## config.mk

```make
export PLATFORM = sky130hd
export DESIGN_NAME = mssb_tx_arbiter
export DESIGN_NICKNAME = d
export VERILOG_FILES = /design/src/rtl/mssb_pkg.sv /design/src/rtl/mssb_tx_arbiter_rr_pick.sv /design/src/rtl/mssb_tx_arbiter.sv
export SDC_FILE = /design/constraint.sdc
export NUM_CORES = 1
export LEC_CHECK = 0
export CAP_MARGIN = 0
export CORE_MARGIN = 2
export CORE_UTILIZATION = 40
export CTS_BUF_LIST = sky130_fd_sc_hd__clkbuf_2 sky130_fd_sc_hd__clkbuf_4 sky130_fd_sc_hd__clkbuf_8
export DETAILED_ROUTE_END_ITERATION = 12
export SETUP_SLACK_MARGIN = 0.2
export SLEW_MARGIN = 20
export SYNTH_ARGS = -nofsm -noshare
export SYNTH_HDL_FRONTEND = slang
export SYNTH_SLANG_ARGS = --single-unit
```

## constraint.sdc

```tcl
create_clock -name OPB_CLK -period 2.8 [get_ports OPB_CLK]
set_clock_uncertainty 0.1 [all_clocks]
set_input_delay 0.42 -clock OPB_CLK [delete_from_list [all_inputs] [get_ports OPB_CLK]]
set_output_delay 0.42 -clock OPB_CLK [all_outputs]
set_load 0.01 [all_outputs]
```

## src/rtl/mssb_pkg.sv

```systemverilog
// Shared types for the MSSB transmit arbiter.
// State encoding and header byte layout.
package mssb_pkg;

    typedef enum logic [1:0] {
        ST_IDLE,
        ST_HDR,
        ST_DATA,
        ST_GAP
    } state_t;

    localparam logic [3:0] HDR_MARK_DEF = 4'hA;

    function automatic logic [7:0] hdr_byte(
        input logic [3:0] mark,
        input logic [2:0] id
    );
        return {mark, 1'b0, id};
    endfunction

endpackage

```

## src/rtl/mssb_tx_arbiter_rr_pick.sv

```systemverilog
// Round-robin search: first set request at or above ptr, with wrap.
module rr_pick #(
    parameter int NUM_REQ = 4
) (
    input  logic [NUM_REQ-1:0] req,
    input  logic [2:0]         ptr,
    output logic               hit,
    output logic [2:0]         idx
);

    logic [NUM_REQ-1:0] rot;
    logic [3:0]         sum;

    assign rot = NUM_REQ'({req, req} >> ptr);

    // Walk downward so the lowest rotated position wins.
    always_comb begin
        hit = 1'b0;
        idx = '0;
        sum = '0;
        for (int k = NUM_REQ - 1; k >= 0; k--) begin
            if (rot[k]) begin
                hit = 1'b1;
                sum = {1'b0, ptr} + 4'(k);
                if (sum >= 4'(NUM_REQ))
                    idx = 3'(sum - 4'(NUM_REQ));
                else
                    idx = sum[2:0];
            end
        end
    end

endmodule

```

## src/rtl/mssb_tx_arbiter.sv

```systemverilog
// Packet arbiter sharing one cmn_uart byte stream between sources.
module mssb_tx_arbiter
    import mssb_pkg::*;
#(
    parameter int         NUM_REQ       = 4,
    parameter int         MAX_PKT_BYTES = 256,
    parameter int         TIMEOUT_CYC   = 100000,
    parameter int         GAP_CYC       = 16,
    parameter logic [3:0] HDR_MARK      = HDR_MARK_DEF
) (
    input  logic                 OPB_CLK,
    input  logic                 OPB_RST,
    input  logic [NUM_REQ-1:0]   REQ_VALID,
    input  logic [NUM_REQ*8-1:0] REQ_DATA,
    input  logic [NUM_REQ-1:0]   REQ_LAST,
    output logic [NUM_REQ-1:0]   REQ_READY,
    output logic [7:0]           UART_DATA,
    output logic                 UART_STB,
    input  logic                 UART_ACK,
    output logic                 BUSY,
    output logic [2:0]           GRANT_ID,
    output logic                 PKT_DONE,
    output logic                 ERR_TIMEOUT,
    output logic                 ERR_OVERLEN,
    input  logic                 ERR_CLR
);

    state_t             state, state_nxt;
    logic [2:0]         rr_ptr;
    logic [15:0]        byte_cnt;
    logic [19:0]        stall_cnt;
    logic [7:0]         gap_cnt;
    logic               last_r;
    logic               pick_hit;
    logic [2:0]         pick_idx;
    logic [NUM_REQ-1:0] gnt_oh;
    logic               vld_g;
    logic               last_g;
    logic [7:0]         data_g;
    logic               abort;
    logic               rdy_g;
    logic               accept;
    logic               ack_byte;
    logic               at_max;
    logic               pkt_end;
    logic               tmo;
    logic               ovl_set;
    logic               gap_done;
    logic [3:0]         ptr_inc;

    rr_pick #(.NUM_REQ(NUM_REQ)) u_pick (
        .req (REQ_VALID),
        .ptr (rr_ptr),
        .hit (pick_hit),
        .idx (pick_idx)
    );

    always_comb begin
        gnt_oh = '0;
        vld_g  = 1'b0;
        last_g = 1'b0;
        data_g = '0;
        for (int i = 0; i < NUM_REQ; i++) begin
            if (GRANT_ID == 3'(i)) begin
                gnt_oh[i] = 1'b1;
                vld_g     = REQ_VALID[i];
                last_g    = REQ_LAST[i];
                data_g    = REQ_DATA[8*i +: 8];
            end
        end
    end

    assign abort    = stall_cnt == 20'(TIMEOUT_CYC);
    assign rdy_g    = (state == ST_DATA) & ~UART_STB & ~abort;
    assign accept   = rdy_g & vld_g;
    assign ack_byte = (state == ST_DATA) & UART_STB & UART_ACK;
    assign at_max   = byte_cnt == 16'(MAX_PKT_BYTES);
    assign pkt_end  = ack_byte & (last_r | at_max);
    assign ovl_set  = ack_byte & ~last_r & at_max;
    assign tmo      = (state == ST_DATA) & ~UART_STB & abort;
    assign gap_done = int'(gap_cnt) + 1 >= GAP_CYC;
    assign ptr_inc  = {1'b0, GRANT_ID} + 4'd1;

    assign REQ_READY = rdy_g ? gnt_oh : '0;
    assign BUSY      = state != ST_IDLE;

    always_ff @(posedge OPB_CLK or posedge OPB_RST) begin
        if (OPB_RST)
            state <= ST_IDLE;
        else
            state <= state_nxt;
    end

    always_comb begin
        state_nxt = state;
        unique case (state)
            ST_IDLE: if (pick_hit) state_nxt = ST_HDR;
            ST_HDR:  if (UART_STB && UART_ACK) state_nxt = ST_DATA;
            ST_DATA: if (tmo || pkt_end) state_nxt = ST_GAP;
            ST_GAP:  if (gap_done) state_nxt = ST_IDLE;
            default: state_nxt = ST_IDLE;
        endcase
    end

    always_ff @(posedge OPB_CLK or posedge OPB_RST) begin
        if (OPB_RST) begin
            rr_ptr    <= '0;
            GRANT_ID  <= '0;
            UART_DATA <= '0;
            UART_STB  <= 1'b0;
            PKT_DONE  <= 1'b0;
            byte_cnt  <= '0;
            stall_cnt <= '0;
            gap_cnt   <= '0;
            last_r    <= 1'b0;
        end else begin
            PKT_DONE <= 1'b0;
            if (state == ST_IDLE && pick_hit) begin
                GRANT_ID  <= pick_idx;
                byte_cnt  <= '0;
                stall_cnt <= '0;
                last_r    <= 1'b0;
            end
            if (state == ST_HDR) begin
                if (!UART_STB) begin
                    UART_DATA <= hdr_byte(HDR_MARK, GRANT_ID);
                    UART_STB  <= 1'b1;
                end else if (UART_ACK) begin
                    UART_STB <= 1'b0;
                end
            end
            if (accept) begin
                UART_DATA <= data_g;
                last_r    <= last_g;
                UART_STB  <= 1'b1;
                byte_cnt  <= byte_cnt + 16'd1;
                stall_cnt <= '0;
            end else if (ack_byte) begin
                UART_STB <= 1'b0;
            end else if (state == ST_DATA && !UART_STB && !abort) begin
                stall_cnt <= stall_cnt + 20'd1;
            end
            // Packet end: pulse done and move the pointer past the winner.
            if (tmo || pkt_end) begin
                PKT_DONE <= 1'b1;
                gap_cnt  <= '0;
                rr_ptr   <= (ptr_inc == 4'(NUM_REQ)) ? 3'd0 : ptr_inc[2:0];
            end else if (state == ST_GAP) begin
                gap_cnt <= gap_cnt + 8'd1;
            end
        end
    end

    always_ff @(posedge OPB_CLK or posedge OPB_RST) begin
        if (OPB_RST) begin
            ERR_TIMEOUT <= 1'b0;
            ERR_OVERLEN <= 1'b0;
        end else begin
            if (tmo)
                ERR_TIMEOUT <= 1'b1;
            else if (ERR_CLR)
                ERR_TIMEOUT <= 1'b0;
            if (ovl_set)
                ERR_OVERLEN <= 1'b1;
            else if (ERR_CLR)
                ERR_OVERLEN <= 1'b0;
        end
    end

endmodule

```

# ---- After elaboration in Yosys (flattened, before gate mapping)
# Index checks and enable logic that the tools add are counted.
dict set report totals {
  register_bits 65
  in_bits 44
  output_inout_bits 20
  elab_cells 132
}
dict set report op_classes {
  n_addsub 12
  order_cmp 5
  eq_ne 14
  shift 1
  muxes 57
  n_bitwise 13
  reduce_logical 18
}
# cell count
set ops {}
lappend ops {{$mux W20} 4}
lappend ops {{$mux W8} 9}
lappend ops {{$mux W16} 2}
lappend ops {{$mux W1} 27}
lappend ops {{$mux W3} 9}
lappend ops {{$add A20 B1 Y20 const B} 1}
lappend ops {{$eq A20 B17 Y1 const B} 1}
lappend ops {{$add A16 B1 Y16 const B} 1}
lappend ops {{$eq A16 B9 Y1 const B} 1}
lappend ops {{$ge A4 B3 Y1 const B} 3}
lappend ops {{$reduce_bool A2 Y1} 6}
lappend ops {{$sub A3 B3 Y3 const B} 4}
lappend ops {{$add A8 B1 Y9 const B} 1}
lappend ops {{$and A1 B1 Y1} 9}
lappend ops {{$ge A9 B5 Y1 const B} 1}
lappend ops {{$add A3 B1 Y4 const B} 2}
lappend ops {{$add A3 B2 Y4 const B} 2}
lappend ops {{$add A8 B1 Y8 const B} 1}
lappend ops {{$mux W2} 4}
lappend ops {{$pmux W2 S4} 1}
lappend ops {{$shr A8 B3 Y4} 1}
lappend ops {{$eq A3 B2 Y1 const B} 2}
lappend ops {{$ne A2 B2 Y1 const B} 3}
lappend ops {{$eq A2 B2 Y1 const B} 2}
lappend ops {{other kinds (16)} 23}

# ---- Longest topological paths before layout
dict set report depth {
  ltp_word 10
  ltp_mapped 9
}

# ---- Cells and area by module
# Synthesis repeated with hierarchy kept, for this count alone.
dict set report hier_totals {
  hier_cells 471
  area_unflattened_um2 4165.2
}
# module n_inst cells_per_inst area_per_inst_um2
set by_module_without_submodules {}
lappend by_module_without_submodules {mssb_tx_arbiter 1 425 3887.5}
lappend by_module_without_submodules {rr_pick 1 46 277.8}

# ---- Least setup slack after synthesis
# Ideal clock, no wire load.
dict set report synth_path {
  path_type {register to register}
  from {register GRANT_ID[1]}
  to {register byte_cnt[6]}
  arrival_time_ns 2.124
  required_ns 2.574
  setup_slack_ns 0.450
  path_stages_with_launch 9
  n_path_buf 2
  synth_period_minus_slack_ns 2.350
  path_cell_list {dfrtp_1 ha_1 ha_1 nor2_1 clkbuf_1 a32oi_2 clkbuf_1 nor3_1 a221o_1}
}
dict set report synth_between {
  elab_chain_len 7
  elab_cells_between_ends 11
}
# item line
set synth_lines {}
lappend synth_lines {{start, declared} mssb_tx_arbiter.sv:21} ;# output logic [2:0] GRANT_ID,
lappend synth_lines {{start signal, assigned} mssb_tx_arbiter.sv:119} ;# GRANT_ID <= pick_idx;
lappend synth_lines {{$logic_not A3 Y1} mssb_tx_arbiter.sv:64} ;# if (GRANT_ID == 3'(i)) begin
lappend synth_lines {{$mux W1 (3 in a row)} mssb_tx_arbiter.sv:64}
lappend synth_lines {{$mux W1 *} mssb_tx_arbiter.sv:64}
lappend synth_lines {{$and A1 B1 Y1 *} mssb_tx_arbiter.sv:75} ;# assign accept = rdy_g & vld_g;
lappend synth_lines {{$mux W16 or $reduce_bool A2 Y1 (tied branches)} -}
lappend synth_lines {{end signal, assigned} mssb_tx_arbiter.sv:136} ;# byte_cnt <= byte_cnt + 16'd1;
lappend synth_lines {{end, declared} mssb_tx_arbiter.sv:30} ;# logic [15:0] byte_cnt;
# Mark *: on every way between the ends. The rest lies on a longest branch, timed or not.
# A chain may end at the register's enable or synchronous reset.

# ---- Worst setup path after layout
dict set report layout_path {
  from {register stall_cnt[12]}
  to {output REQ_READY[2]}
}
dict set report layout_between {
  elab_chain_len 4
}
# item line
set layout_lines {}
lappend layout_lines {{start, declared} mssb_tx_arbiter.sv:31} ;# logic [19:0] stall_cnt;
lappend layout_lines {{start signal, assigned} mssb_tx_arbiter.sv:141} ;# stall_cnt <= stall_cnt + 20'd1;
lappend layout_lines {{$eq A20 B17 Y1} mssb_tx_arbiter.sv:73} ;# assign abort = stall_cnt == 20'(TIMEOUT_CYC);
lappend layout_lines {{$not A1 Y1} mssb_tx_arbiter.sv:74} ;# assign rdy_g = (state == ST_DATA) & ~UART_STB & ~abort;
lappend layout_lines {{$and A1 B1 Y1} mssb_tx_arbiter.sv:74}
lappend layout_lines {{$mux W4} mssb_tx_arbiter.sv:84} ;# assign REQ_READY = rdy_g ? gnt_oh : '0;
lappend layout_lines {{end, declared} mssb_tx_arbiter.sv:16} ;# output logic [NUM_REQ-1:0] REQ_READY,
# No other way between the ends.

==> flow_summary.yaml <==
logic_synthesis:
  ys_types: 60
  synth_area_per_cell_sq_um: 8.85
  synth_area_leaders: "dfrtp_1 (39%), ha_1 (4.8%), nand3_1 (3.7%), nand2_1 (3.7%), o21ai_0 (3.1%)"
  synth_top_area_share_pct: 38.8
  yosysTopAreaCell: "dfrtp_1"
  yosysMostFrequentCell: "dfrtp_1"
  ys.flop_type: "dfrtp_1"
  ys.warnings.count: 0
  synthTopCellsByCount: "dfrtp_1 (65), nand2_1 (41), nand3_1 (31)"
  ys_seq_elements: 65
  syn_nets: 533
  async_flop_share_pct: 100
  synth_edf_count: 0
  netlist_area_sq_um: 4190
  netlist_instances: 473
  yosysSeqAreaShare_pct: 38.8
finish:
  multi_input_area_sq_um: 2380
  fill_cells: 988
  finalNonFillerCells: 692
  design_area_sq_um: 5380
  drive_gt1_share_pct: 12.2
  area_delta_synth_final_pct: 28.5
  antenna_cells: 0
  final_util_pct: 52.6
  finalNetCount: 611
  layout.area.seq_sq_um: 1630
floorplanning:
  die_area_sq_um: 11300
  rows: 37
  initial_core_util_pct: 40.9
  io_pins: 64
  die_x_um: 106
  die_h_um: 106
  core_area_sq_um: 10200
placed_design:
  post_dp_cell_area_sq_um: 5080
  dp_slack_ns: -0.0440
  gp_congestion: 0.939
  dp_hpwl_um: 8540
  port_buffers: 63
  place_inst: 671
worst_setup_path:
  crit_chain: "nor4b_2, nand4_1, o21a_2, buf_4, and3_1, clkbuf_2"
  crit_type: "flip-flop to output port"
  critPathLaunch: "stall_cnt[12]"
  critPathMaxStageDelay_ns: 0.40
  crit_required_ns: 2.28
  path_buf_inv: 2
  cp_slowest_cell: "dfrtp_1"
  worstPathMaxFanout: 3
  cp.arrival_ns: 1.94
  crit_path_end_kind: "output port"
  rr_startpoint: "GRANT_ID[1]"
  crit_family: "simple AND/OR/NAND/NOR gates"
  cp-start-kind: "flip-flop"
timing:
  rsz0062_at_grt: "yes"
  holdWs_ns: 0.317
  fmax_ghz: 0.407
  relSlewSlack_pct: 56.6
  period_needed_ns: 2.46
  tightest_slew_ns: 0.647
  fin_ws_ns: 0.340
  hold_violations: 0
  setup_violations: 0
  period_share_pct: 87.9
  drv_slew: 0
pwr:
  p_comb_share_pct: 47.1
  clkPwrFrac_pct: 21.7
  sw_frac_of_total_pct: 40.6
  vdd_ir_drop_max_v: 0.000562
  p_switching_w: 0.00179
  p_leak_nw: 2.27
  intPower_w: 0.00261
  powerDensity_nw_per_um2: 818
  p_seq_share_pct: 31.2
clock_network:
  clk_path_buf_depth: 2
  cts_inserted_buffers: 9
  cts_root_buf: "clkbuf_8"
  cts_sinks: 65
  clock_latency_ns: 0.36
  cts_tree: "built"
  htree_levels: 3
  clk_pin_slew_ns: 0.08
route:
  wirelength_um: 11800
  drtIter0Drc: 275
  vias_per_cell: 5.75
  drt.antenna.violating_nets: 0
  firstDrtPassIters: 5
  drcViolationCount: 0
  route.vias.total: 3980
  wl_per_cell_um: 17.0
grt:
  grt.total_usage_pct: 21.8
  first_global_vias: 3871
  overflow: 0
  grt_max_degree: 30
  antenna_found_initial: 0
  grt_pass1_wl_um: 19400
hold_path:
  hold_path.class: "input port to asynchronous set/reset pin"
flow_run:
  drv_cap: 0
status:
  status: "finished, final reports clean"
[layout by cell type (no fill, tap or decap), types with 14 or more instances in the layout]
cell type         n
a21oi_1          17
ha_1             14
clkdlybuf4s50_1  59
inv_1            24
dfrtp_1          64
nor2_1           26
nand3_1          31
nand2_1          41
buf_4            29
o21ai_0          26
nand4_1          15
[worst paths after layout]
kind / end / slack, ns / cells past startpoint
worst min-delay path: gap_cnt[6] / 0.32 / 2
worst max register to register: byte_cnt[5] / 0.39 / 8
worst min register to register: ERR_OVERLEN / 0.41 / 1
worst max-delay path: REQ_READY[2] / 0.34 / 6
min in group OPB_CLK: ERR_OVERLEN / 0.41 / 1
max in group asynchronous: stall_cnt[13] / 1.63 / 3
[cell families (layout without fill, tap and decap cells)]
group / Yosys count / count (layout) / share of synthesized area [%]
mux: 8 / 8 / 2.00
xor+xnor: 12 / 12 / 2.51
compound gates: 128 / 128 / 21.9
fa+ha+maj: 16 / 16 / 4.78
flops: 65 / 65 / 38.8
simple gates: 191 / 191 / 24.7
buf+inv: 53 / 136 / 5.29
[worst reg2reg max path, stage by stage (launching register included)]
cell and delay (ns):
dfrtp_1 0.46, ha_1 0.25, ha_1 0.24, buf_4 0.19
a32oi_2 0.24, buf_4 0.21, nor2_1 0.06, buf_4 0.20
a221o_1 0.34
[area by class of cell]
cell class,instances,share of cell area [%]
multi-input combinational,355,44.2
sequential,65,30.3
timing repair buffer,94,16.2
clock buffer,14,3.23
tap,136,3.16
inverter,26,1.81
clock inverter,2,1.12
[power by group through the flow]
| stage | Sequential [W] | Clock, W | Combinational (W) |
|---|---|---|---|
| floorplan | 0.00133 | 0 | 0.00129 |
| global placement | 0.00137 | 0 | 0.00201 |
| detailed placement | 0.00138 | 0 | 0.00203 |
| CTS | 0.00137 | 0.000983 | 0.00206 |
| global route | 0.00140 | 0.00102 | 0.00230 |
| finish | 0.00137 | 0.000954 | 0.00207 |
[flip-flops by register name (all words and copies together), names as in the netlist]
register / cells
PKT_DONE: 1
UART_STB: 1
GRANT_ID: 3
ERR_TIMEOUT: 1
gap_cnt: 8
stall_cnt: 20
rr_ptr: 3
last_r: 1
byte_cnt: 16
state: 2
UART_DATA: 8
ERR_OVERLEN: 1
[stage by stage]
stage | setup TNS, ns | total power (W)
after floorplan | 0 | 0.00262
after global placement | -0.0117 | 0.00338
after detailed placement | -0.237 | 0.00341
after CTS | 0 | 0.00441
after global routing | 0 | 0.00473
final | 0 | 0.00440
[timing repair]
item,in CTS,in global routing
endpoints found under the setup margin,16,12
setup buffers,4,1
gates resized for setup,9,12
hold buffers,0,0
hold endpoints to repair,0,0
pin swaps,3,3
[layer usage]
layer  track usage [%]  wire length [um]  part of all wire, %
met5                 0                 0                    0
met4              6.77               249                  2.1
met3              5.27               497                  4.2
met2              34.0              5470                   46
met1              29.8              5570                   47
(Power assumes the default switching activity.)
